**config.mk**
```make
export PLATFORM = sky130hd
export DESIGN_NAME = ad9854_write_sched
export DESIGN_NICKNAME = d
export VERILOG_FILES = /design/src/rtl/ad9854_pkg.sv /design/src/rtl/ad9854_write_sched_rr_arb2.sv /design/src/rtl/ad9854_write_sched.sv
export SDC_FILE = /design/constraint.sdc
export NUM_CORES = 1
export LEC_CHECK = 0
export CELL_PAD_IN_SITES_DETAIL_PLACEMENT = 2
export CELL_PAD_IN_SITES_GLOBAL_PLACEMENT = 2
export CORE_MARGIN = 4
export CORE_UTILIZATION = 30
export CTS_BUF_LIST = sky130_fd_sc_hd__clkbuf_8
export CTS_CLUSTER_SIZE = 8
export DETAILED_ROUTE_END_ITERATION = 7
export PLACE_DENSITY_LB_ADDON = 0.1
export REMOVE_ABC_BUFFERS = 1
export SLEW_MARGIN = 25
export SYNTH_ARGS = -nofsm -noshare
export SYNTH_HDL_FRONTEND = slang
export SYNTH_SLANG_ARGS = --single-unit
export TNS_END_PERCENT = 20
```
**constraint.sdc**
```tcl
create_clock -name clk -period 3.9 [get_ports clk]
set_clock_uncertainty 0.15 [all_clocks]
set_input_delay 0.585 -clock clk [delete_from_list [all_inputs] [get_ports clk]]
set_output_delay 0.585 -clock clk [all_outputs]
set_load 0.02 [all_outputs]
```
**src/rtl/ad9854_pkg.sv**
```systemverilog
// ---------------------------------------------------------------------------
// ad9854_pkg
//   Shared definitions for the AD9854 parallel-port write scheduler.
//   - One-hot FSM state encodings (kept as localparams so older tools that
//     cannot handle enums in ports or casts can still read the design).
//   - Well-known AD9854 register addresses used by the requesters.
//   - Burst descriptor struct and helpers for length clamping, byte
//     selection and parameter maxima.
// ---------------------------------------------------------------------------
package ad9854_pkg;

   localparam int STATE_W = 6;

   localparam logic [STATE_W-1:0] ST_RESET  = 6'b000001;
   localparam logic [STATE_W-1:0] ST_IDLE   = 6'b000010;
   localparam logic [STATE_W-1:0] ST_SETUP  = 6'b000100;
   localparam logic [STATE_W-1:0] ST_WR_LO  = 6'b001000;
   localparam logic [STATE_W-1:0] ST_WR_HI  = 6'b010000;
   localparam logic [STATE_W-1:0] ST_UPDATE = 6'b100000;

   localparam logic [5:0] ADDR_FTW1 = 6'h04;
   localparam logic [5:0] ADDR_CTRL = 6'h1D;
   localparam logic [2:0] MAX_LEN   = 3'd6;

   // One burst as presented by a requester.
   typedef struct packed {
      logic [5:0]  addr;
      logic [2:0]  len;
      logic [47:0] data;
   } burst_t;

   // The AD9854 data is at most 48 bits, so a byte count of 7 cannot be
   // honoured; it is quietly reduced to 6.
   function automatic logic [2:0] clamp_len(input logic [2:0] len);
      return (len > MAX_LEN) ? MAX_LEN : len;
   endfunction

   // Data is right-justified and sent MS byte first, so byte k of a burst
   // of length len lives at byte lane (len-1-k).
   function automatic logic [7:0] byte_select(input logic [47:0] data,
                                              input logic [2:0]  len,
                                              input logic [2:0]  k);
      logic [2:0]  idx;
      logic [47:0] shifted;
      idx     = len - k - 3'd1;
      shifted = data >> {idx, 3'b000};
      return shifted[7:0];
   endfunction

   function automatic int max4(input int a, input int b, input int c, input int d);
      int m;
      m = a;
      if (b > m) m = b;
      if (c > m) m = c;
      if (d > m) m = d;
      return m;
   endfunction

endpackage

```
**src/rtl/ad9854_write_sched_rr_arb2.sv**
```systemverilog
// ---------------------------------------------------------------------------
// rr_arb2
//   Two-way round-robin arbiter. Grant is combinational from the request
//   vector; when both requesters ask, the one that was NOT granted last
//   wins. The priority pointer only moves on an accepted grant, so a
//   requester that is offered the port but never takes it keeps its turn.
//   Ports:
//     clk       in   clock
//     rst_n     in   asynchronous active-low reset (pointer favours req0)
//     i_req     in   [1:0] request vector, already qualified by the caller
//     i_accept  in   the current grant was taken this cycle
//     o_grant   out  [1:0] one-hot (or zero) grant
// ---------------------------------------------------------------------------
module rr_arb2 (
   input  logic       clk,
   input  logic       rst_n,
   input  logic [1:0] i_req,
   input  logic       i_accept,
   output logic [1:0] o_grant
);

   // 0: requester 0 wins a tie, 1: requester 1 wins a tie
   logic r_prio;

   // Tie goes to the favoured requester, otherwise whoever is asking.
   always_comb begin
      o_grant = 2'b00;
      if (i_req[0] && (!i_req[1] || !r_prio)) begin
         o_grant[0] = 1'b1;
      end else if (i_req[1]) begin
         o_grant[1] = 1'b1;
      end
   end

   // After an accepted grant the other requester becomes favoured.
   always_ff @(posedge clk or negedge rst_n) begin
      if (!rst_n) begin
         r_prio <= 1'b0;
      end else if (i_accept) begin
         r_prio <= o_grant[0];
      end
   end

endmodule

```
**src/rtl/ad9854_write_sched.sv**
```systemverilog
// ---------------------------------------------------------------------------
// ad9854_write_sched
//   Shares the AD9854 parallel write port between two requesters. After
//   reset the part is held in master reset for MRST_CYC cycles. Each
//   accepted burst is written byte by byte (SETUP, WR low, WR high per
//   byte, address incrementing mod 64, MS data byte first) and finished
//   with a UDCLK pulse that transfers the new values into the DDS core.
//   Bursts are arbitrated round-robin and never interleave.
//   Ports:
//     clk, rst_n                clock, asynchronous active-low reset
//     reqN_valid/reqN_ready     burst handshake, accept = valid & ready
//     reqN_addr [5:0]           start register address
//     reqN_len  [2:0]           byte count 0..7 (7 treated as 6)
//     reqN_data [47:0]          right-justified burst data
//     busy                      high whenever the FSM is not in IDLE
//     done                      one-cycle pulse at the end of a burst
//     MRST, WR, RD, UDCLK       AD9854 control pins (WR active low, RD = 1)
//     A [5:0], D [7:0]          AD9854 address and data buses
// ---------------------------------------------------------------------------
module ad9854_write_sched
   import ad9854_pkg::*;
#(
   parameter int MRST_CYC    = 10,
   parameter int WR_LOW_CYC  = 2,
   parameter int WR_HIGH_CYC = 3,
   parameter int UD_CYC      = 4
) (
   input  logic        clk,
   input  logic        rst_n,
   input  logic        req0_valid,
   output logic        req0_ready,
   input  logic [5:0]  req0_addr,
   input  logic [2:0]  req0_len,
   input  logic [47:0] req0_data,
   input  logic        req1_valid,
   output logic        req1_ready,
   input  logic [5:0]  req1_addr,
   input  logic [2:0]  req1_len,
   input  logic [47:0] req1_data,
   output logic        busy,
   output logic        done,
   output logic        MRST,
   output logic        WR,
   output logic        RD,
   output logic        UDCLK,
   output logic [5:0]  A,
   output logic [7:0]  D
);

   localparam int MAX_CYC = max4(MRST_CYC, WR_LOW_CYC, WR_HIGH_CYC, UD_CYC);
   localparam int CNT_W   = $clog2(MAX_CYC + 1);

   logic [STATE_W-1:0] r_state;
   logic [CNT_W-1:0]   r_phase;
   logic [2:0]         r_byte;
   logic [2:0]         r_len;
   logic [47:0]        r_data;
   logic [5:0]         r_a;
   logic [7:0]         r_d;
   logic               r_zero_done;

   logic [1:0]         w_req;
   logic [1:0]         w_grant;
   logic               w_accept;
   logic               w_can_grant;
   burst_t             w_in;
   logic [2:0]         w_clen;
   logic               w_mrst_last;
   logic               w_wrlo_last;
   logic               w_wrhi_last;
   logic               w_ud_last;

   // A zero-length burst produces its done pulse while the FSM already sits
   // in IDLE; holding off grants during that cycle keeps "next accept only
   // after done" true for every burst length.
   assign w_can_grant = (r_state == ST_IDLE) && !r_zero_done;
   assign w_req       = {req1_valid, req0_valid} & {2{w_can_grant}};
   assign w_accept    = |w_grant;

   rr_arb2 u_arb (
      .clk      (clk),
      .rst_n    (rst_n),
      .i_req    (w_req),
      .i_accept (w_accept),
      .o_grant  (w_grant)
   );

   // Burst of the requester currently being granted.
   always_comb begin
      if (w_grant[1]) begin
         w_in = '{addr: req1_addr, len: req1_len, data: req1_data};
      end else begin
         w_in = '{addr: req0_addr, len: req0_len, data: req0_data};
      end
   end

   assign w_clen      = clamp_len(w_in.len);
   assign w_mrst_last = (r_phase == CNT_W'(MRST_CYC - 1));
   assign w_wrlo_last = (r_phase == CNT_W'(WR_LOW_CYC - 1));
   assign w_wrhi_last = (r_phase == CNT_W'(WR_HIGH_CYC - 1));
   assign w_ud_last   = (r_phase == CNT_W'(UD_CYC - 1));

   // Main sequencer. The phase counter restarts from zero on entry to every
   // timed state, so each state's length is independent of the others.
   // A/D are registered and loaded on the edge that enters SETUP, which
   // gives a full SETUP cycle before WR falls and keeps them stable until
   // the next byte (or indefinitely in IDLE).
   always_ff @(posedge clk or negedge rst_n) begin
      if (!rst_n) begin
         r_state     <= ST_RESET;
         r_phase     <= '0;
         r_byte      <= 3'd0;
         r_len       <= 3'd0;
         r_data      <= 48'd0;
         r_a         <= 6'd0;
         r_d         <= 8'd0;
         r_zero_done <= 1'b0;
      end else begin
         r_zero_done <= 1'b0;
         case (r_state)
            ST_RESET: begin
               if (w_mrst_last) begin
                  r_state <= ST_IDLE;
                  r_phase <= '0;
               end else begin
                  r_phase <= r_phase + 1'b1;
               end
            end
            ST_IDLE: begin
               if (w_accept) begin
                  r_len  <= w_clen;
                  r_data <= w_in.data;
                  r_byte <= 3'd0;
                  if (w_clen == 3'd0) begin
                     r_zero_done <= 1'b1;
                  end else begin
                     r_state <= ST_SETUP;
                     r_a     <= w_in.addr;
                     r_d     <= byte_select(w_in.data, w_clen, 3'd0);
                  end
               end
            end
            ST_SETUP: begin
               r_state <= ST_WR_LO;
               r_phase <= '0;
            end
            ST_WR_LO: begin
               if (w_wrlo_last) begin
                  r_state <= ST_WR_HI;
                  r_phase <= '0;
               end else begin
                  r_phase <= r_phase + 1'b1;
               end
            end
            ST_WR_HI: begin
               if (w_wrhi_last) begin
                  r_phase <= '0;
                  if (r_byte == r_len - 3'd1) begin
                     r_state <= ST_UPDATE;
                  end else begin
                     r_state <= ST_SETUP;
                     r_byte  <= r_byte + 3'd1;
                     r_a     <= r_a + 6'd1;
                     r_d     <= byte_select(r_data, r_len, r_byte + 3'd1);
                  end
               end else begin
                  r_phase <= r_phase + 1'b1;
               end
            end
            ST_UPDATE: begin
               if (w_ud_last) begin
                  r_state <= ST_IDLE;
                  r_phase <= '0;
               end else begin
                  r_phase <= r_phase + 1'b1;
               end
            end
            default: begin
               r_state <= ST_RESET;
               r_phase <= '0;
            end
         endcase
      end
   end

   // Pin and status outputs decode straight from registered state, so an
   // asynchronous reset reaches the part in the same cycle.
   assign req0_ready = w_grant[0];
   assign req1_ready = w_grant[1];
   assign busy       = (r_state != ST_IDLE);
   assign done       = ((r_state == ST_UPDATE) && w_ud_last) || r_zero_done;
   assign MRST       = (r_state == ST_RESET);
   assign WR         = (r_state != ST_WR_LO);
   assign RD         = 1'b1;
   assign UDCLK      = (r_state == ST_UPDATE);
   assign A          = r_a;
   assign D          = r_d;

endmodule

```
==> run_results.csv <==
group,metric,value,unit
sta,max_slew_margin,46.4,%
pwr,comb_power_share,54.8,%
sta,worstMarginPinSlew,0.804,ns
detailed_routing,first_pass_iters,4,
pwr,p_clk_share,12.0,%
global_route,track_usage,20.9,%
placed_design,dp.cells,928,
global_route,grt_remaining_overflow,0,
sta,setup_viol,0,
sta,hold_viol_final,0,
critical_path,max_stage_delay,0.62,ns
pwr,switchingPower,2.07,mW
yosys,syn_area,5280,µm²
placed_design,dpl_cell_area,6900,µm²
critical_path,timing.rr.end,"D[6]",
detailed_routing,postRouteAntennaNets,0,
floorplan,floorplan.initialDensity,30.6,%
yosys,ys.warnings.count,0,
cts,tritoncts,"built",
yosys,synthMuxAreaShare,15.6,%
critical_path,arrival,2.83,ns
sta,rsz0062_at_grt,"no",
finish,layout-drive-gt1-share,8.22,%
global_route,antenna_found_initial,0,
detailed_routing,wirelength,20.0,mm
cts,numCtsBuffers,9,
global_route,grt_pass1_vias,5885,
global_route,grt_pass1_wl,32.8,mm
cts,cts_buffer_depth,2,
yosys,synth_cells,590,
yosys,synth-simple-area-share,17.9,%
cts,ctsHtreeMaxLevel,3,
finish,final-instance-count-excl-fill,943,
job,cap_violations,0,
critical_path,path_max_fanout,11,
global_route,grt_max_degree,73,
pwr,pwr_density_cell,645,nW/µm²
critical_path,end_kind,"output pin",
critical_path,crit_required,3.16,ns
yosys,synthFlopType,"dfrtp_1",
yosys,synth_xor_area_share,1.26,%
yosys,post_synth.cell_area_avg,8.94,µm²
detailed_routing,route.vias.total,5050,
critical_path,r2r_setup_slack,0.65,ns
critical_path,crit_path_top_delay_cell,"clkdlybuf4s50_1",
finish,fin_area,7050,µm²
placed_design,dpl.hpwl,14.7,mm
pwr,p_sw_share,45.4,%
cts,post_cts_buffers,0,
detailed_routing,viasPerCell,5.36,
finish,nets,842,
floorplan,die_y,141,µm
yosys,synthArstFlopShare,100,%
critical_path,cp-start-kind,"register",
critical_path,ff2ff_path_depth,10,
critical_path,rr_startpoint,"r_byte[0]",
yosys,ys_seq_area_share,38.0,%
pwr,pwr-share-seq,33.2,%
critical_path,critical_path_class,"register to output pin",
yosys,synth_cell_type_count,62,
cts,clk_pin_slew,0.09,ns
detailed_routing,post-route-drc-count,0,
finish,syn_to_final_growth,33.7,%
sta,maxSlewViolCount,0,
pwr,ir_drop,269,µV
floorplan,placementRows,48,
critical_path,path_cells,"nor3_2 -> and3_1 -> inv_2 -> nor2_1 -> nand2_1 -> a21oi_1 -> clkdlybuf4s50_1",
placed_design,io_buffer_count,138,
cts,ctsResizeCount,0,
placed_design,gp_congestion,0.798,
floorplan,die_x,141,µm
cts,clkSinkCount,80,
finish,n_antenna_cell,0,
floorplan,die-area,19800,µm²
hold_path,hold_path_class,"input port to asynchronous set/reset pin",
cts,cts_hold_buf,0,
floorplan,core,17200,µm²
cts,clock_latency,0.37,ns
sta,fin_crit,3.56,ns
cts,cts_root_buf,"clkbuf_8",
yosys,synth_fa_ha_area_share,2.51,%
detailed_routing,wire_per_inst,21.2,µm
yosys,synth_top_family_by_area,"compound AO/OA/AOI/OAI gates",
detailed_routing,drtIter0Drc,217,
floorplan,io_pins,140,
sta,max_freq,281,MHz
outcome,status,"finished, final reports clean",
yosys,synth-edff-count,0,
pwr,p_leak,3.17,nW
yosys,synth_compound_area_share,19.6,%
finish,n_fill_cell,1894,
pwr,p_int,2.49,mW
sta,post-route-period-util,91.4,%
yosys,ys_ff_latch,80,
## power groups by stage
stage	combinational [mW]	sequential [mW]	clock (mW)
finish	2.50	1.51	0.546
global route	2.76	1.57	0.611
CTS	2.53	1.52	0.567
detailed placement	2.52	1.52	0
global placement	2.42	1.50	0
floorplan	1.48	1.51	0
## sequential cells by signal, indices dropped and copies added, names as in the netlist
name          cells
r_state           6
r_zero_done       1
A                 6
r_len             3
u_arb.r_prio      1
r_phase           4
D                 8
r_byte            3
r_data           48
## routing by layer
| metal | vias to the layer above | global-route usage, % | part of all wire [%] |
|---|---|---|---|
| met5 | - | 0 | 0 |
| met2 | 88 | 38.1 | 52 |
| li1 | 2351 | - | - |
| met3 | 12 | 3.29 | 3.3 |
| met1 | 2599 | 26.4 | 43 |
| met4 | 0 | 3.67 | 0.80 |
## worst max-delay path: cells and delay by family (launching register included)
family	cells	cell delay [ns]
buffers and inverters	2	0.79
AO/OA/AOI/OAI	1	0.12
AND/OR/NAND/NOR	4	1.07
flip-flops	1	0.46
## worst max-delay path by stage
stage,start,endpoint,slack [ns],depth (start not counted)
2_1_floorplan,req0_valid,D[0],-1.79,10
3_3_place_gp,req0_valid,D[4],0.35,13
3_5_place_dp,req0_valid,D[4],0.17,10
4_1_cts,r_state[5],req0_ready,0.17,7
5_1_grt,r_state[5],req0_ready,0.11,7
6_report,r_state[5],req0_ready,0.34,7
## Yosys cell counts, types with 2 or more instances
| cell type | n | share of area [%] |
|---|---|---|
| dfrtp_1 | 79 | 37 |
| mux2i_1 | 73 | 14 |
| nand2_1 | 66 | 4.7 |
| a21oi_1 | 64 | 6.1 |
| nor2_1 | 51 | 3.6 |
| o21ai_0 | 45 | 4.3 |
| nand2b_1 | 28 | 3.3 |
| a211oi_1 | 19 | 2.7 |
| buf_2 | 16 | 1.5 |
| clkbuf_1 | 16 | 1.1 |
| nand3_1 | 13 | 1.2 |
| nor2b_1 | 10 | 1.2 |
| ha_1 | 9 | 2.1 |
| inv_1 | 9 | 0.64 |
| a311o_1 | 8 | 1.5 |
| a311oi_1 | 8 | 1.3 |
| mux2_2 | 8 | 1.7 |
| a22o_1 | 3 | 0.50 |
| and2_1 | 3 | 0.36 |
| buf_1 | 3 | 0.21 |
| buf_4 | 3 | 0.43 |
| or2_2 | 3 | 0.36 |
| xnor2_1 | 3 | 0.50 |
| a31oi_1 | 2 | 0.24 |
| buf_12 | 2 | 0.76 |
| buf_6 | 2 | 0.43 |
| nand3b_1 | 2 | 0.28 |
| nand4_1 | 2 | 0.24 |
| nor3_1 | 2 | 0.19 |
| nor3_2 | 2 | 0.38 |
| o21ai_1 | 2 | 0.19 |
| o22ai_1 | 2 | 0.24 |
| o31ai_1 | 2 | 0.28 |
| xor2_1 | 2 | 0.33 |
## through the flow
| step | power (mW) | TNS [ns] | hold WS (ns) | utilization (%) | setup slack [ns] |
|---|---|---|---|---|---|
| 6_report | 4.55 | 0 | 0.135 | 40.9 | 0.336 |
| 3_3_place_gp | 3.92 | 0 | 0.319 | 40.0 | 0.352 |
| 3_5_place_dp | 4.05 | 0 | 0.331 | 40.0 | 0.165 |
| 2_1_floorplan | 2.99 | -36.69 | 0.139 | - | -1.79 |
| 5_1_grt | 4.94 | 0 | 0.212 | 40.9 | 0.107 |
| 4_1_cts | 4.61 | 0 | 0.175 | 40.9 | 0.170 |
## cell usage in the layout, fill, tap and decap left out, types with 2 or more instances in the layout
cell type / netlist / routed
clkdlybuf4s50_1: 0 / 137
dfrtp_1: 79 / 79
mux2i_1: 73 / 73
nand2_1: 66 / 66
a21oi_1: 64 / 64
nor2_1: 51 / 51
o21ai_0: 45 / 44
nand2b_1: 28 / 28
a211oi_1: 19 / 19
buf_4: 3 / 16
nand3_1: 13 / 13
inv_1: 9 / 11
nor2b_1: 10 / 10
ha_1: 9 / 9
clkbuf_8: 0 / 9
a311oi_1: 8 / 8
mux2_2: 8 / 8
a311o_1: 8 / 8
or2_2: 3 / 3
and2_1: 3 / 3
a22o_1: 3 / 3
clkinv_2: 0 / 3
a21boi_2: 0 / 2
nor3_2: 2 / 2
o21ai_2: 1 / 2
xor2_1: 2 / 2
o21ai_1: 2 / 2
xnor2_1: 3 / 2
a31oi_1: 2 / 2
nand4_1: 2 / 2
o22ai_1: 2 / 2
nand3b_1: 2 / 2
o31ai_1: 2 / 2
buf_12: 2 / 2
## kinds of logic after synthesis
group           after synthesis
compound gates              168
xor+xnor                      6
fa+ha+maj                    10
buf+inv                      52
flops                        80
mux                          81
other cells                   1
simple gates                192
## area by class of cell
class | count | area, µm² | area share [%]
Timing Repair Buffer | 155 | 1530 | 21.7
Inverter | 10 | 37.5 | 0.532
Sequential cell | 80 | 2000 | 28.4
Clock buffer | 9 | 124 | 1.76
Multi-Input combinational cell | 458 | 3050 | 43.2
Tap cell | 225 | 282 | 3.99
Clock inverter | 6 | 30.0 | 0.426
No activity file was read; power rests on OpenSTA's default activity.
